==> config.mk <==
export PLATFORM = sky130hd
export DESIGN_NAME = beat_scheduler
export DESIGN_NICKNAME = d
export VERILOG_FILES = /design/src/rtl/seq_pkg.sv /design/src/rtl/step_timer.sv /design/src/rtl/beat_scheduler.sv
export SDC_FILE = /design/constraint.sdc
export NUM_CORES = 1
export LEC_CHECK = 0
export BUFFER_PORTS_ARGS = -buffer_cell sky130_fd_sc_hd__buf_2
export CAP_MARGIN = 10
export CORE_UTILIZATION = 40
export CTS_CLUSTER_DIAMETER = 120
export DETAILED_ROUTE_END_ITERATION = 10
export HOLD_SLACK_MARGIN = 0.05
export PLACE_DENSITY = 0.58
export SLEW_MARGIN = 20
export SYNTH_ARGS = -nofsm -noshare
export SYNTH_HDL_FRONTEND = slang
export SYNTH_SLANG_ARGS = --single-unit
==> constraint.sdc <==
create_clock -name clk -period 2.72 [get_ports clk]
set_input_delay 0 -clock clk [delete_from_list [all_inputs] [get_ports clk]]
set_output_delay 0 -clock clk [all_outputs]
set_load 0.01 [all_outputs]
==> src/rtl/seq_pkg.sv <==
// Shared constants and types for the beat sequencer: beat/pitch widths,
// the model write word layout, scheduler FSM states and arbiter grant IDs.
package seq_pkg;

    localparam int NUM_BEATS = 16;
    localparam int BEAT_W    = $clog2(NUM_BEATS);
    localparam int PITCH_W   = 3;
    localparam int WR_W      = PITCH_W + BEAT_W;

    // Model write word: pitch in the upper bits, beat index in the lower bits.
    typedef struct packed {
        logic [PITCH_W-1:0] pitch;
        logic [BEAT_W-1:0]  index;
    } wr_word_t;

    typedef enum logic {IDLE, CLEAR} sched_state_t;

    typedef enum logic {BTN, ENC} grant_t;

endpackage

==> src/rtl/step_timer.sv <==
// Playback step timer: counts clk cycles per step, advances the beat index
// and emits a one-cycle step pulse alongside each beat change. The step
// period is only picked up at step boundaries, run rising edges and restart,
// so a period change never truncates the step in progress.
module step_timer
    import seq_pkg::*;
#(
    parameter int PERIOD_W       = 24,
    parameter int DEFAULT_PERIOD = 3_000_000
) (
    input  logic                clk,
    input  logic                rst_n,
    input  logic                run,
    input  logic                restart,
    input  logic [PERIOD_W-1:0] step_period,
    output logic [BEAT_W-1:0]   beat_count,
    output logic                step_pulse
);

    logic [PERIOD_W-1:0] tick_cnt;
    logic [PERIOD_W-1:0] period_q;
    logic                run_q;
    logic                run_rise;
    logic                at_boundary;

    // Periods below 2 would make the boundary compare degenerate; floor at 2.
    function automatic logic [PERIOD_W-1:0] clamp_period(input logic [PERIOD_W-1:0] p);
        return (p < PERIOD_W'(2)) ? PERIOD_W'(2) : p;
    endfunction

    assign run_rise    = run & ~run_q;
    assign at_boundary = run && (tick_cnt == period_q - PERIOD_W'(1));

    // Tick counter, beat index and period reload; restart outranks a boundary.
    always_ff @(posedge clk or negedge rst_n) begin
        if (!rst_n) begin
            tick_cnt   <= '0;
            period_q   <= PERIOD_W'(DEFAULT_PERIOD);
            run_q      <= 1'b0;
            beat_count <= '0;
            step_pulse <= 1'b0;
        end else begin
            run_q      <= run;
            step_pulse <= 1'b0;
            if (restart) begin
                tick_cnt   <= '0;
                beat_count <= '0;
                period_q   <= clamp_period(step_period);
            end else if (run_rise) begin
                tick_cnt <= '0;
                period_q <= clamp_period(step_period);
            end else if (at_boundary) begin
                tick_cnt   <= '0;
                beat_count <= beat_count + BEAT_W'(1);
                step_pulse <= 1'b1;
                period_q   <= clamp_period(step_period);
            end else if (run) begin
                tick_cnt <= tick_cnt + PERIOD_W'(1);
            end
        end
    end

endmodule

==> src/rtl/beat_scheduler.sv <==
// Beat scheduler: owns the model's single write port, arbitrating button
// and encoder edits round-robin, and runs a clear-all sweep that writes
// pitch 0 to every beat. Also hosts the playback step timer.
module beat_scheduler
    import seq_pkg::*;
#(
    parameter int PERIOD_W       = 24,
    parameter int DEFAULT_PERIOD = 3_000_000
) (
    input  logic                clk,
    input  logic                rst_n,
    input  logic                run,
    input  logic                restart,
    input  logic [PERIOD_W-1:0] step_period,
    input  logic                btn_valid,
    input  logic [WR_W-1:0]     btn_data,
    output logic                btn_ready,
    input  logic                enc_valid,
    input  logic [WR_W-1:0]     enc_data,
    output logic                enc_ready,
    input  logic                clear_req,
    output logic                clear_busy,
    output logic                wr_en,
    output logic [WR_W-1:0]     wr_data,
    output logic [BEAT_W-1:0]   beat_count,
    output logic                step_pulse
);

    sched_state_t     state;
    sched_state_t     state_nxt;
    grant_t           last_grant;
    logic [BEAT_W-1:0] clr_idx;
    wr_word_t         wr_q;
    logic             arb_open;
    logic             btn_hs;
    logic             enc_hs;

    step_timer #(
        .PERIOD_W       (PERIOD_W),
        .DEFAULT_PERIOD (DEFAULT_PERIOD)
    ) u_step_timer (
        .clk         (clk),
        .rst_n       (rst_n),
        .run         (run),
        .restart     (restart),
        .step_period (step_period),
        .beat_count  (beat_count),
        .step_pulse  (step_pulse)
    );

    assign btn_hs  = btn_valid & btn_ready;
    assign enc_hs  = enc_valid & enc_ready;
    assign wr_data = wr_q;

    // FSM state register.
    always_ff @(posedge clk or negedge rst_n) begin
        if (!rst_n) state <= IDLE;
        else        state <= state_nxt;
    end

    // FSM next state: a sweep runs until the last beat index has been issued.
    always_comb begin
        state_nxt = state;
        case (state)
            IDLE:    if (clear_req) state_nxt = CLEAR;
            CLEAR:   if (clr_idx == BEAT_W'(NUM_BEATS - 1)) state_nxt = IDLE;
            default: state_nxt = IDLE;
        endcase
    end

    // FSM outputs: grants only while idle with no pending clear; the
    // requester that did not win last time takes a tie.
    always_comb begin
        arb_open   = rst_n && (state == IDLE) && !clear_req;
        btn_ready  = arb_open && btn_valid && (!enc_valid || last_grant == ENC);
        enc_ready  = arb_open && enc_valid && (!btn_valid || last_grant == BTN);
        clear_busy = (state == CLEAR);
    end

    // Round-robin memory, updated on every accepted request.
    always_ff @(posedge clk or negedge rst_n) begin
        if (!rst_n)      last_grant <= ENC;
        else if (btn_hs) last_grant <= BTN;
        else if (enc_hs) last_grant <= ENC;
    end

    // Sweep index: parked at 0 while idle, walks every beat during CLEAR.
    always_ff @(posedge clk or negedge rst_n) begin
        if (!rst_n)              clr_idx <= '0;
        else if (state == CLEAR) clr_idx <= clr_idx + BEAT_W'(1);
        else                     clr_idx <= '0;
    end

    // Write pipeline register: one model write per cycle, one cycle after issue.
    always_ff @(posedge clk or negedge rst_n) begin
        if (!rst_n) begin
            wr_en <= 1'b0;
            wr_q  <= '0;
        end else begin
            wr_en <= 1'b0;
            if (state == CLEAR) begin
                wr_en <= 1'b1;
                wr_q  <= wr_word_t'{pitch: '0, index: clr_idx};
            end else if (btn_hs) begin
                wr_en <= 1'b1;
                wr_q  <= wr_word_t'(btn_data);
            end else if (enc_hs) begin
                wr_en <= 1'b1;
                wr_q  <= wr_word_t'(enc_data);
            end
        end
    end

endmodule

==> results.sh <==
export IMPL_max_freq_mhz=324.3
export IMPL_combPwrFrac=0.285
export IMPL_min_to="wr_data[0]"
export IMPL_postRouteAntennaNets=0
export IMPL_die_area_um2=11000
export IMPL_clock_sinks=68
export IMPL_fin_total_pwr_uw=3000
export IMPL_fillers=905
export IMPL_setup_viol=52
export IMPL_drv_slew=0
export IMPL_regToRegEndpoint="u_step_timer.period_q[17]"
export IMPL_grt_max_degree=69
export IMPL_hp_class="input port to register"
export IMPL_hold_worst_slack_ns=0.07248
export IMPL_power_clock_fraction=0.295
export IMPL_status="finished with violations"
export IMPL_syn_area_um2=4234
export IMPL_gp_congestion=0.8700
export IMPL_hpwl_um=8276
export IMPL_r2r_start="u_step_timer.period_q[1]"
export IMPL_drcViolationCount=0
export IMPL_grt_overflow=0
export IMPL_portBuffers=60
export IMPL_start_kind="register"
export IMPL_drt_pass1_iterations=4
export IMPL_cts_root_buf="clkbuf_8"
export IMPL_hp_start="enc_data[0]"
export IMPL_drt_wl_total_um=12160
export IMPL_placed_area_um2=5127
export IMPL_cts_clk_slew_worst_paths_ns=0.08
export IMPL_io_pins=61
export IMPL_final_util=0.5885
export IMPL_synth_warnings=0
export IMPL_synthFlopType="dfrtp_1"
export IMPL_power_switching_share=0.3094
export IMPL_core_area_um2=10280
export IMPL_fin_ws_ns=-0.3635
export IMPL_grt_use_total=0.2233
export IMPL_nets=646
export IMPL_die_w_um=104.9
export IMPL_synth_edf_count=0
export IMPL_yosysTopAreaCellShare=0.3369
export IMPL_grt_pass1_vias=3863
export IMPL_ys_seq_area_frac=0.4051
export IMPL_ir_drop_mv=0.4117
export IMPL_power_switching_uw=928.1
export IMPL_row_count=37
export IMPL_hold_violations=0
export IMPL_ys_types=64
export IMPL_antenna_found_initial=0
export IMPL_drtIter0Drc=135
export IMPL_clk_latency_ns=0.37
export IMPL_hold_depth=5
export IMPL_internal_power_uw=2072
export IMPL_dp_slack_ns=-0.3657
export IMPL_drive_gt1_frac=0.3771
export IMPL_syn_nets=476
export IMPL_cp_required_ns=2.96
export IMPL_violations="setup timing"
export IMPL_initial_utilization=0.4120
export IMPL_worst_slew_pin_slew_ns=0.8820
export IMPL_synthCells=427
export IMPL_avgSynthCellArea_um2=9.916
export IMPL_area_delta_synth_final_pct=42.85
export IMPL_antenna_cells=0
export IMPL_final_cell_area_um2=6048
export IMPL_cp_end_kind="register"
export IMPL_synth_seq_cells=68
export IMPL_synth_top_cell_by_area="dfrtp_1"
export IMPL_post_route_period_util=1.134
export IMPL_vias_per_cell=5.230
export IMPL_max_cap_violations=0
export IMPL_crit_chain="inv_2, ha_4, or3b_4, nor2_4, nand3_2, a221oi_2, or3b_4, nor4_4, nor3_4, buf_12, clkbuf_16, mux2_4"
export IMPL_die_h_um=104.9
export IMPL_clk_path_buf_depth=2
export IMPL_crit_path_frequent_cell="or3b_4"
export IMPL_fin_worst_skew_ns=0.01424
export IMPL_ff2ff_path_depth=12
export IMPL_p_leak_uw=0.002597
export IMPL_critical_path_class="register to register"
export IMPL_relSlewSlack=0.4120
export IMPL_num_vias=3860
export IMPL_powerDensity_nw_per_um2=496.0
export IMPL_cpPeakStageDelay_ns=0.43
export IMPL_wl_per_cell_um=16.48
export IMPL_worst_endpoint_arrival_ns=3.33
export IMPL_htree_levels=3
export IMPL_fin_crit_ns=3.083
export IMPL_pwr_share_seq=0.419
export IMPL_async_flop_share=1.000
export IMPL_grt_pass1_wl_um=19150
export IMPL_reg2reg_slack_ns=-0.36
export IMPL_crit_fanout=6
export IMPL_yosys_top_cells_area="dfrtp_1 34%, mux2_4 7.1%, dfstp_2 6.8%, xnor2_1 6.4%, xor2_1 4.8%"
export IMPL_cts_buffers=9
export IMPL_cts_tree="done"
export IMPL_rsz0062_at_grt="true"
export IMPL_critPathSlowestCell="or3b_4"
-- per-layer routing --
metal	track usage	up-vias	share of wire
li1	-	1882	-
met1	0.2905	1864	0.45
met2	0.3666	95	0.49
met3	0.04180	19	0.042
met4	0.08753	0	0.021
met5	0	-	0
-- worst max-delay path, delay by kind of cell, from the launching register on --
family	cells	cell delay (ns)
and+or+nand+nor	6	1.51
DFF	1	0.41
buffers and inverters	3	0.40
muxes	1	0.29
AOI/OAI and AO/OA	1	0.21
adders and majority gates	1	0.14
-- flip-flops by register name (all words and copies together), names as in the netlist --
signal                   flops
u_step_timer.run_q           1
u_step_timer.period_q       24
wr_en                        1
u_step_timer.tick_cnt       24
clr_idx                      4
u_step_timer.beat_count      4
last_grant                   1
clear_busy                   1
u_step_timer.step_pulse      1
wr_data                      7
-- power by group through the flow --
stage	clock network (uW)	logic, uW	registers [uW]
2_1_floorplan	0	415	1280
3_3_place_gp	0	703	1260
3_5_place_dp	0	720	1270
4_1_cts	909	815	1250
5_1_grt	943	940	1270
6_report	886	856	1260
-- worst max-delay path by stage --
| stage | endpoint | start | cells past startpoint | slack, ns |
|---|---|---|---|---|
| after floorplan | u_step_timer.period_q[11] | u_step_timer.period_q[0] | 11 | -0.15 |
| after global placement | u_step_timer.beat_count[3] | u_step_timer.period_q[5] | 9 | -0.36 |
| after detailed placement | u_step_timer.beat_count[3] | u_step_timer.period_q[5] | 9 | -0.37 |
| after CTS | u_step_timer.period_q[11] | u_step_timer.period_q[1] | 13 | -0.28 |
| after global routing | u_step_timer.period_q[22] | u_step_timer.period_q[8] | 10 | -0.46 |
| final | u_step_timer.period_q[17] | u_step_timer.period_q[1] | 12 | -0.36 |
-- synth_stat cells (all sizes together), types with 3 or more instances --
| library cell | instances |
|---|---|
| xnor2 | 31 |
| or3 | 5 |
| or4 | 4 |
| nor3 | 12 |
| nor4 | 16 |
| a221oi | 3 |
| clkbuf | 10 |
| nor2 | 51 |
| o21ai | 15 |
| inv | 7 |
| nand2b | 5 |
| nor2b | 3 |
| nor4b | 4 |
| ha | 4 |
| xor2 | 23 |
| a22oi | 3 |
| mux2i | 4 |
| or2 | 3 |
| dfrtp | 57 |
| mux2 | 23 |
| dfstp | 11 |
| nor3b | 10 |
| nand3 | 16 |
| nand3b | 3 |
| nand2 | 28 |
| a21oi | 15 |
| buf | 10 |
| and4 | 5 |
| nand4 | 10 |
| and2 | 5 |
| and3 | 5 |
-- final cells by class --
class | instances | area (um2) | share of cell area
well taps | 136 | 170.2 | 0.02813
clock inverters | 6 | 72.57 | 0.01200
clock buffers | 10 | 137.6 | 0.02276
flip-flops and latches | 68 | 1715 | 0.2836
inverters | 7 | 26.28 | 0.004344
multi-input cells | 332 | 2541 | 0.4201
repair buffers | 179 | 1385 | 0.2290
-- placed cells by master (no fill, tap or decap), drive strengths merged, types with 3 or more instances in the layout --
master,Yosys,routed
mux2,23,23
dfrtp,57,57
nor4,16,16
nor3b,10,10
ha,4,4
and4,5,5
a221oi,3,3
nand2,28,28
nor2b,3,3
nand3,16,16
inv,7,8
or4,4,4
dfstp,11,11
a21oi,15,15
or2,3,3
xor2,23,23
and2,5,5
a22oi,3,3
nand3b,3,3
clkinv,0,3
or3,5,5
nand4,10,10
xnor2,31,31
nand2b,5,5
mux2i,4,4
o21ai,15,15
clkbuf,10,12
nor2,51,51
and3,5,5
buf,10,135
dlygate4sd3,0,42
nor4b,4,4
nor3,12,12
-- cell families (layout without fill, tap and decap cells) --
group	count (synthesis)	count (layout)	synth area share
AND/OR/NAND/NOR	190	190	0.2556
buffers and inverters	27	202	0.03517
adder cells (fa/ha/maj)	4	4	0.01182
XOR/XNOR	54	54	0.1117
flip-flops	68	68	0.4051
multiplexers	27	27	0.08836
AO/OA/AOI/OAI	57	57	0.09220
-- per-stage QoR --
step	TNS, ns	std cells
floorplan	-4.167	427
global placement	-14.66	670
detailed placement	-14.24	670
CTS	-10.13	732
global route	-19.60	738
finish	-13.94	738
-- repair_timing --
action / 4_1_cts / 5_1_grt
hold endpoints to repair: 96 / 0
gates resized for setup: 8 / 24
setup endpoints to repair: 52 / 57
hold buffers: 42 / 0
buffers inserted: 4 / 4
cloned: 0 / 3
pin swaps: 3 / 6
(Power assumes the default switching activity.)
